### src/rtl/aes_ctr_stream.sv
// aes_ctr_stream: multi-block AES-CTR job controller between a word-wide
// memory port and an external AES core.
//
// For each 128-bit block it issues the counter block {nonce, ctr} to the
// core, fetches W = 128/DATA_W plaintext words while the core works, waits
// for the keystream, then writes W ciphertext words (plaintext XOR keystream).
// Word 0 of a block maps to bits [127 -: DATA_W] (big-endian).
//
// Ports:
//   CLK, RST            rising-edge clock, synchronous active-high reset
//   start               one-cycle job request, sampled only in IDLE
//   nonce, ctr_init     counter block fields, latched at start
//   num_blocks          blocks in the job, latched at start (0 = empty job)
//   plain_address       first plaintext word address, latched at start
//   cipher_address      first ciphertext word address, latched at start
//   read_en/_address    memory read strobe/address; read_data valid 1 cycle later
//   write_en/_address/_data  ciphertext write port
//   core_start/core_din core request pulse and counter block (held until core_valid)
//   core_valid/core_dout keystream return pulse and data
//   busy, done          job in flight / one-cycle end-of-job pulse
//   blocks_done         blocks written in the current/last job
//   fsm_state_o         current FSM state (debug visibility)
//
// Core handshake: core_start is a one-cycle request carrying core_din; the
// core answers with exactly one core_valid pulse some cycles later. A
// core_valid is accepted only while a request is outstanding and the FSM is
// in ISSUE, READ or WAIT_KS; anything else (including replies to a request
// aborted by reset) is dropped.
module aes_ctr_stream #(
  parameter int DATA_W = 32,
  parameter int ADDR_W = 12,
  parameter int LEN_W  = 8
) (
  input  logic              CLK,
  input  logic              RST,
  input  logic              start,
  input  logic [95:0]       nonce,
  input  logic [31:0]       ctr_init,
  input  logic [LEN_W-1:0]  num_blocks,
  input  logic [ADDR_W-1:0] plain_address,
  input  logic [ADDR_W-1:0] cipher_address,
  output logic              read_en,
  output logic [ADDR_W-1:0] read_address,
  input  logic [DATA_W-1:0] read_data,
  output logic              write_en,
  output logic [ADDR_W-1:0] write_address,
  output logic [DATA_W-1:0] write_data,
  output logic              core_start,
  output logic [127:0]      core_din,
  input  logic              core_valid,
  input  logic [127:0]      core_dout,
  output logic              busy,
  output logic              done,
  output logic [LEN_W-1:0]  blocks_done,
  output logic [2:0]        fsm_state_o
);

  localparam int W     = 128 / DATA_W;
  localparam int CNT_W = (W > 1) ? $clog2(W) : 1;
  localparam logic [CNT_W-1:0] LAST = CNT_W'(W - 1);

  typedef enum logic [2:0] {
    S_IDLE    = 3'd0,
    S_ISSUE   = 3'd1,
    S_READ    = 3'd2,
    S_WAIT_KS = 3'd3,
    S_WRITE   = 3'd4,
    S_DONE    = 3'd5
  } state_t;

  state_t              state_q, state_d;
  logic [95:0]         nonce_q;
  logic [31:0]         ctr_q;
  logic [LEN_W-1:0]    num_blocks_q;
  logic [LEN_W-1:0]    blocks_done_q;
  logic [ADDR_W-1:0]   plain_ptr_q;
  logic [ADDR_W-1:0]   cipher_ptr_q;
  logic [CNT_W-1:0]    word_q;       // word index within the block (read or write phase)
  logic [127:0]        ks_q;
  logic                ks_valid_q;
  logic                core_pend_q;  // a core request is outstanding
  logic [DATA_W-1:0]   buf_q [W];
  logic [DATA_W-1:0]   ks_word [W];

  logic                ks_accept;
  logic                word_last;
  logic [LEN_W-1:0]    blocks_inc;

  for (genvar k = 0; k < W; k++) begin : g_ks_word
    assign ks_word[k] = ks_q[127 - k*DATA_W -: DATA_W];
  end

  assign ks_accept  = core_valid && core_pend_q &&
                      (state_q inside {S_ISSUE, S_READ, S_WAIT_KS});
  assign word_last  = (word_q == LAST);
  assign blocks_inc = blocks_done_q + LEN_W'(1);

  // State register
  always_ff @(posedge CLK) begin
    if (RST) state_q <= S_IDLE;
    else     state_q <= state_d;
  end

  // Next-state logic
  always_comb begin
    state_d = state_q;
    case (state_q)
      S_IDLE:    if (start) state_d = (num_blocks == '0) ? S_DONE : S_ISSUE;
      S_ISSUE:   state_d = S_READ;
      S_READ:    if (word_last) state_d = S_WAIT_KS;
      S_WAIT_KS: if (ks_valid_q || ks_accept) state_d = S_WRITE;
      S_WRITE:   if (word_last) state_d = (blocks_inc == num_blocks_q) ? S_DONE : S_ISSUE;
      S_DONE:    state_d = S_IDLE;
      default:   state_d = S_IDLE;
    endcase
  end

  // Outputs. ISSUE issues read 0; READ cycle k captures word k and issues
  // read k+1, so the final READ cycle only captures.
  always_comb begin
    read_en       = 1'b0;
    read_address  = '0;
    write_en      = 1'b0;
    write_address = '0;
    write_data    = '0;
    core_start    = 1'b0;
    done          = 1'b0;
    case (state_q)
      S_ISSUE: begin
        core_start   = 1'b1;
        read_en      = 1'b1;
        read_address = plain_ptr_q;
      end
      S_READ: begin
        if (!word_last) begin
          read_en      = 1'b1;
          read_address = plain_ptr_q + ADDR_W'(word_q) + ADDR_W'(1);
        end
      end
      S_WRITE: begin
        write_en      = 1'b1;
        write_address = cipher_ptr_q + ADDR_W'(word_q);
        write_data    = buf_q[word_q] ^ ks_word[word_q];
      end
      S_DONE:  done = 1'b1;
      default: ;
    endcase
  end

  assign busy        = state_q inside {S_ISSUE, S_READ, S_WAIT_KS, S_WRITE};
  assign core_din    = {nonce_q, ctr_q};
  assign blocks_done = blocks_done_q;
  assign fsm_state_o = state_q;

  // Datapath registers
  always_ff @(posedge CLK) begin
    if (RST) begin
      nonce_q       <= '0;
      ctr_q         <= '0;
      num_blocks_q  <= '0;
      blocks_done_q <= '0;
      plain_ptr_q   <= '0;
      cipher_ptr_q  <= '0;
      word_q        <= '0;
      ks_q          <= '0;
      ks_valid_q    <= 1'b0;
      core_pend_q   <= 1'b0;
      for (int k = 0; k < W; k++) buf_q[k] <= '0;
    end else begin
      if (ks_accept) begin
        ks_q        <= core_dout;
        ks_valid_q  <= 1'b1;
        core_pend_q <= 1'b0;
      end
      case (state_q)
        S_IDLE: begin
          if (start) begin
            nonce_q       <= nonce;
            ctr_q         <= ctr_init;
            num_blocks_q  <= num_blocks;
            plain_ptr_q   <= plain_address;
            cipher_ptr_q  <= cipher_address;
            blocks_done_q <= '0;
            word_q        <= '0;
            ks_valid_q    <= 1'b0;
          end
        end
        S_ISSUE: begin
          word_q      <= '0;
          core_pend_q <= 1'b1;
        end
        S_READ: begin
          buf_q[word_q] <= read_data;
          word_q        <= word_last ? '0 : word_q + CNT_W'(1);
        end
        S_WRITE: begin
          if (word_last) begin
            word_q        <= '0;
            blocks_done_q <= blocks_inc;
            ctr_q         <= ctr_q + 32'd1;
            plain_ptr_q   <= plain_ptr_q + ADDR_W'(W);
            cipher_ptr_q  <= cipher_ptr_q + ADDR_W'(W);
            ks_valid_q    <= 1'b0;
          end else begin
            word_q <= word_q + CNT_W'(1);
          end
        end
        default: ;
      endcase
    end
  end

endmodule

### config.mk
export PLATFORM = sky130hd
export DESIGN_NAME = aes_ctr_stream
export DESIGN_NICKNAME = d
export VERILOG_FILES = /design/src/rtl/aes_ctr_stream.sv
export SDC_FILE = /design/constraint.sdc
export NUM_CORES = 1
export LEC_CHECK = 0
export BUFFER_PORTS_ARGS = -buffer_cell sky130_fd_sc_hd__clkbuf_2
export CAP_MARGIN = 20
export CORE_ASPECT_RATIO = 0.8
export CORE_MARGIN = 5
export CORE_UTILIZATION = 45
export DETAILED_ROUTE_END_ITERATION = 7
export HOLD_SLACK_MARGIN = 0.12
export PLACE_DENSITY = 0.7
export SYNTH_ARGS = -nofsm -noshare
export SYNTH_HDL_FRONTEND = slang
export SYNTH_SLANG_ARGS = --single-unit
### constraint.sdc
create_clock -name CLK -period 8.4 [get_ports CLK]
set_clock_uncertainty 0.15 [all_clocks]
set_input_delay 0.84 -clock CLK [delete_from_list [all_inputs] [get_ports CLK]]
set_output_delay 0.84 -clock CLK [all_outputs]
set_load 0.05 [all_outputs]
==> reports/results.ini <==
[finish]
finalInstanceArea_sq_um=24100
nFillCells=3903
fin_nets=2903
area_delta_synth_final_pct=23.3
final_cells=3184
drive_gt1_share_pct=27.7

[synth]
syn_avg_cell_area_sq_um=9.18
synthAdderAreaFrac_pct=0.831
yosysTopAreaCell=dfxtp_1
synth_top_family_by_area=simple AND/OR/NAND/NOR gates
synth-seq-cells=433
async_flop_share_pct=0
muxShareOfSynthArea_pct=7.47
syn_inst=2131
yosysTopAreaCellShare_pct=31.2
synth-xor-area-share_pct=2.28
yosysMostFrequentCell=nand2_1
ys.flop_type=dfxtp_1
synth_warnings=0
synth_compound_area_share_pct=13.3
synth.area.top_cells=dfxtp_1 (31%), edfxtp_1 (20%), nand2_1 (11%)
synthesis.nets=2466
ys_seq_area_share_pct=50.9
yosys-top-cells-count=nand2_1 (558), dfxtp_1 (305), a21oi_1 (295)
synthSimpleGateAreaFrac_pct=21.6
synth_edf_count=128
synthDistinctLibCells=74
netlist_area_sq_um=19600

[timing]
period_minus_slack_ns=4.41
hold_ws_ns=0.300
fin_crit_sh_pct=52.5
max_freq_mhz=227
rsz0062_at_grt=false
setup_violations=0
slew_headroom_pct=27.1
finalHoldViolCount=0
worst_pin_slew_ns=1.09
slew_violations=0
tns_ns=0

[die]
start_util_pct=45.4
num_rows=68
dieArea_sq_um=47800
boundaryPins=524
die_w_um=243
die_h_um=197
core_area_sq_um=43100

[placed_design]
dpl.cell_count=3079
gp_congestion=0.858
hpwl_mm=47.7
portBuffers=523
placed_area_sq_um=22500

[clock_tree]
clk_latency_ns=0.58
cts_hold_buf=0
cts_tree=done
clk_pin_slew_ns=0.07
htreeDepth=2
clockRootBuffer=clkbuf_16
numClockSinks=433
clk_path_buf_depth=3
post_cts.repair.setup_buffers=0
cts-resized-gates=0
numCtsBuffers=45

[status]
outcome=complete, no violations

[detailed_routing]
wl_met2_mm=31.7
vias=17700
wl_met3_mm=4.95
routed_wl_mm=66.9
route.detailed.drc=0
wire_per_inst_um=21.0
viasPerCell=5.55
drt_iter0_drc=1466
ant_nets=0
top_layer_used=met5
wl_met1_mm=27.6
firstDrtPassIters=6

[setup_path]
cp-end-kind=output pin
crit_type=flop to output pin
arrival_ns=3.42
critPathRequiredTime_ns=7.41
crit_fanout=41
start_kind=flop

[pwr]
switching_power_mw=1.44
p_int_mw=3.69
power_mw=5.13
p_leak_nw=9.56
clockPowerShare_pct=40.3
ir_drop_v=0.000180
power.share.sequential_pct=45.4
p_per_area_nw_per_um2=213
p_comb_share_pct=14.3
sw_frac_of_total_pct=28.1

[grt]
grt_pass1_wl_mm=100
first_global_vias=16800
antenna_found_initial=25
grtUsageTotal_pct=26.6
grt_max_degree=113
grt_overflow=0

[job]
max-cap-violations=0

[hold_path]
hold_class=flop to flop

## cells by family (layout without fill, tap and decap cells)
kind of cell,after synthesis,after routing
simple gates,930,930
compound gates,459,459
flops,433,433
buf+inv,180,653
mux,66,66
xor+xnor,51,51
fa+ha+maj,12,12
other cells,0,20
## sequential cells by signal, indices dropped and copies added (netlist names), named ones only
name,flops
buf_q,128
fsm_state_o,3
ks_valid_q,1
core_pend_q,1
blocks_done,8
ks_q,128
ctr_q,32
plain_ptr_q,12
num_blocks_q,8
nonce_q,96
word_q,2
cipher_ptr_q,12
## final cells by class
class | count | area [sq um] | share of cell area, %
sequential | 433 | 9950 | 41.3
multi-input combinational | 1518 | 8950 | 37.1
timing repair buffer | 547 | 2850 | 11.8
clock buffer | 66 | 1340 | 5.55
tap | 560 | 701 | 2.90
clock inverter | 17 | 195 | 0.809
inverter | 23 | 86.3 | 0.358
antenna | 20 | 50.0 | 0.207
## path summary, 6_finish.rpt
kind / start / cells after the start / endpoint / slack, ns
hold reg to reg: ks_q[27]$_SDFFE_PP0P_ / 2 / ks_q[27]$_SDFFE_PP0P_ / 0.30
setup reg to reg: word_q[0]$_SDFFE_PP0N_ / 7 / ctr_q[16]$_SDFFE_PP0P_ / 4.94
setup / recovery: word_q[1]$_SDFFE_PP0N_ / 9 / read_address[8] / 3.99
hold / removal: ks_q[27]$_SDFFE_PP0P_ / 2 / ks_q[27]$_SDFFE_PP0P_ / 0.30
## layer usage
metal  vias up  global-route usage [%]
met5         -                       0
met4        12                    11.4
met3       134                    5.12
met2       687                    42.6
met1      8557                    35.8
li1       8288                       -
## cells in the final DEF, fill, tap and decap left out, types with 11 or more instances in the layout
cell / synthesis / final
buf_4: 1 / 22
clkbuf_16: 0 / 46
diode_2: 0 / 20
a22oi_1: 13 / 13
a21oi_1: 295 / 295
nor2_1: 97 / 97
clkbuf_2: 0 / 524
o21ai_0: 51 / 51
xor2_1: 11 / 11
mux4_2: 64 / 64
nand3_1: 27 / 27
dfxtp_1: 305 / 302
inv_1: 23 / 23
a31oi_1: 20 / 20
clkbuf_8: 0 / 11
nand2_1: 558 / 557
and3_1: 11 / 11
xnor2_1: 40 / 40
edfxtp_1: 128 / 128
or3_1: 15 / 14
nor3_1: 28 / 22
and2_1: 135 / 135
## metrics by stage
step	util [%]	setup slack, ns
2_1_floorplan	-	4.33
3_3_place_gp	52.2	4.26
3_5_place_dp	52.2	4.18
4_1_cts	55.8	3.95
5_1_grt	56.0	3.74
6_report	56.0	3.99
## critical path: stages, from the launching register on
cell	delay, ns
dfxtp_2	0.32
buf_4	0.52
inv_1	0.22
fa_1	0.56
nor2b_1	0.22
nand3_1	0.14
o31ai_1	0.33
nand2_1	0.09
a21o_1	0.19
clkbuf_2	0.23
## power by group through the flow
stage | clock, mW | combinational (mW) | sequential, mW
after global routing | 2.19 | 0.787 | 2.34
after floorplan | 0 | 0.334 | 2.51
final | 2.07 | 0.734 | 2.33
after global placement | 0 | 0.721 | 2.37
after CTS | 2.11 | 0.732 | 2.33
after detailed placement | 0 | 0.730 | 2.37
Power figures use the tool's default switching activity.
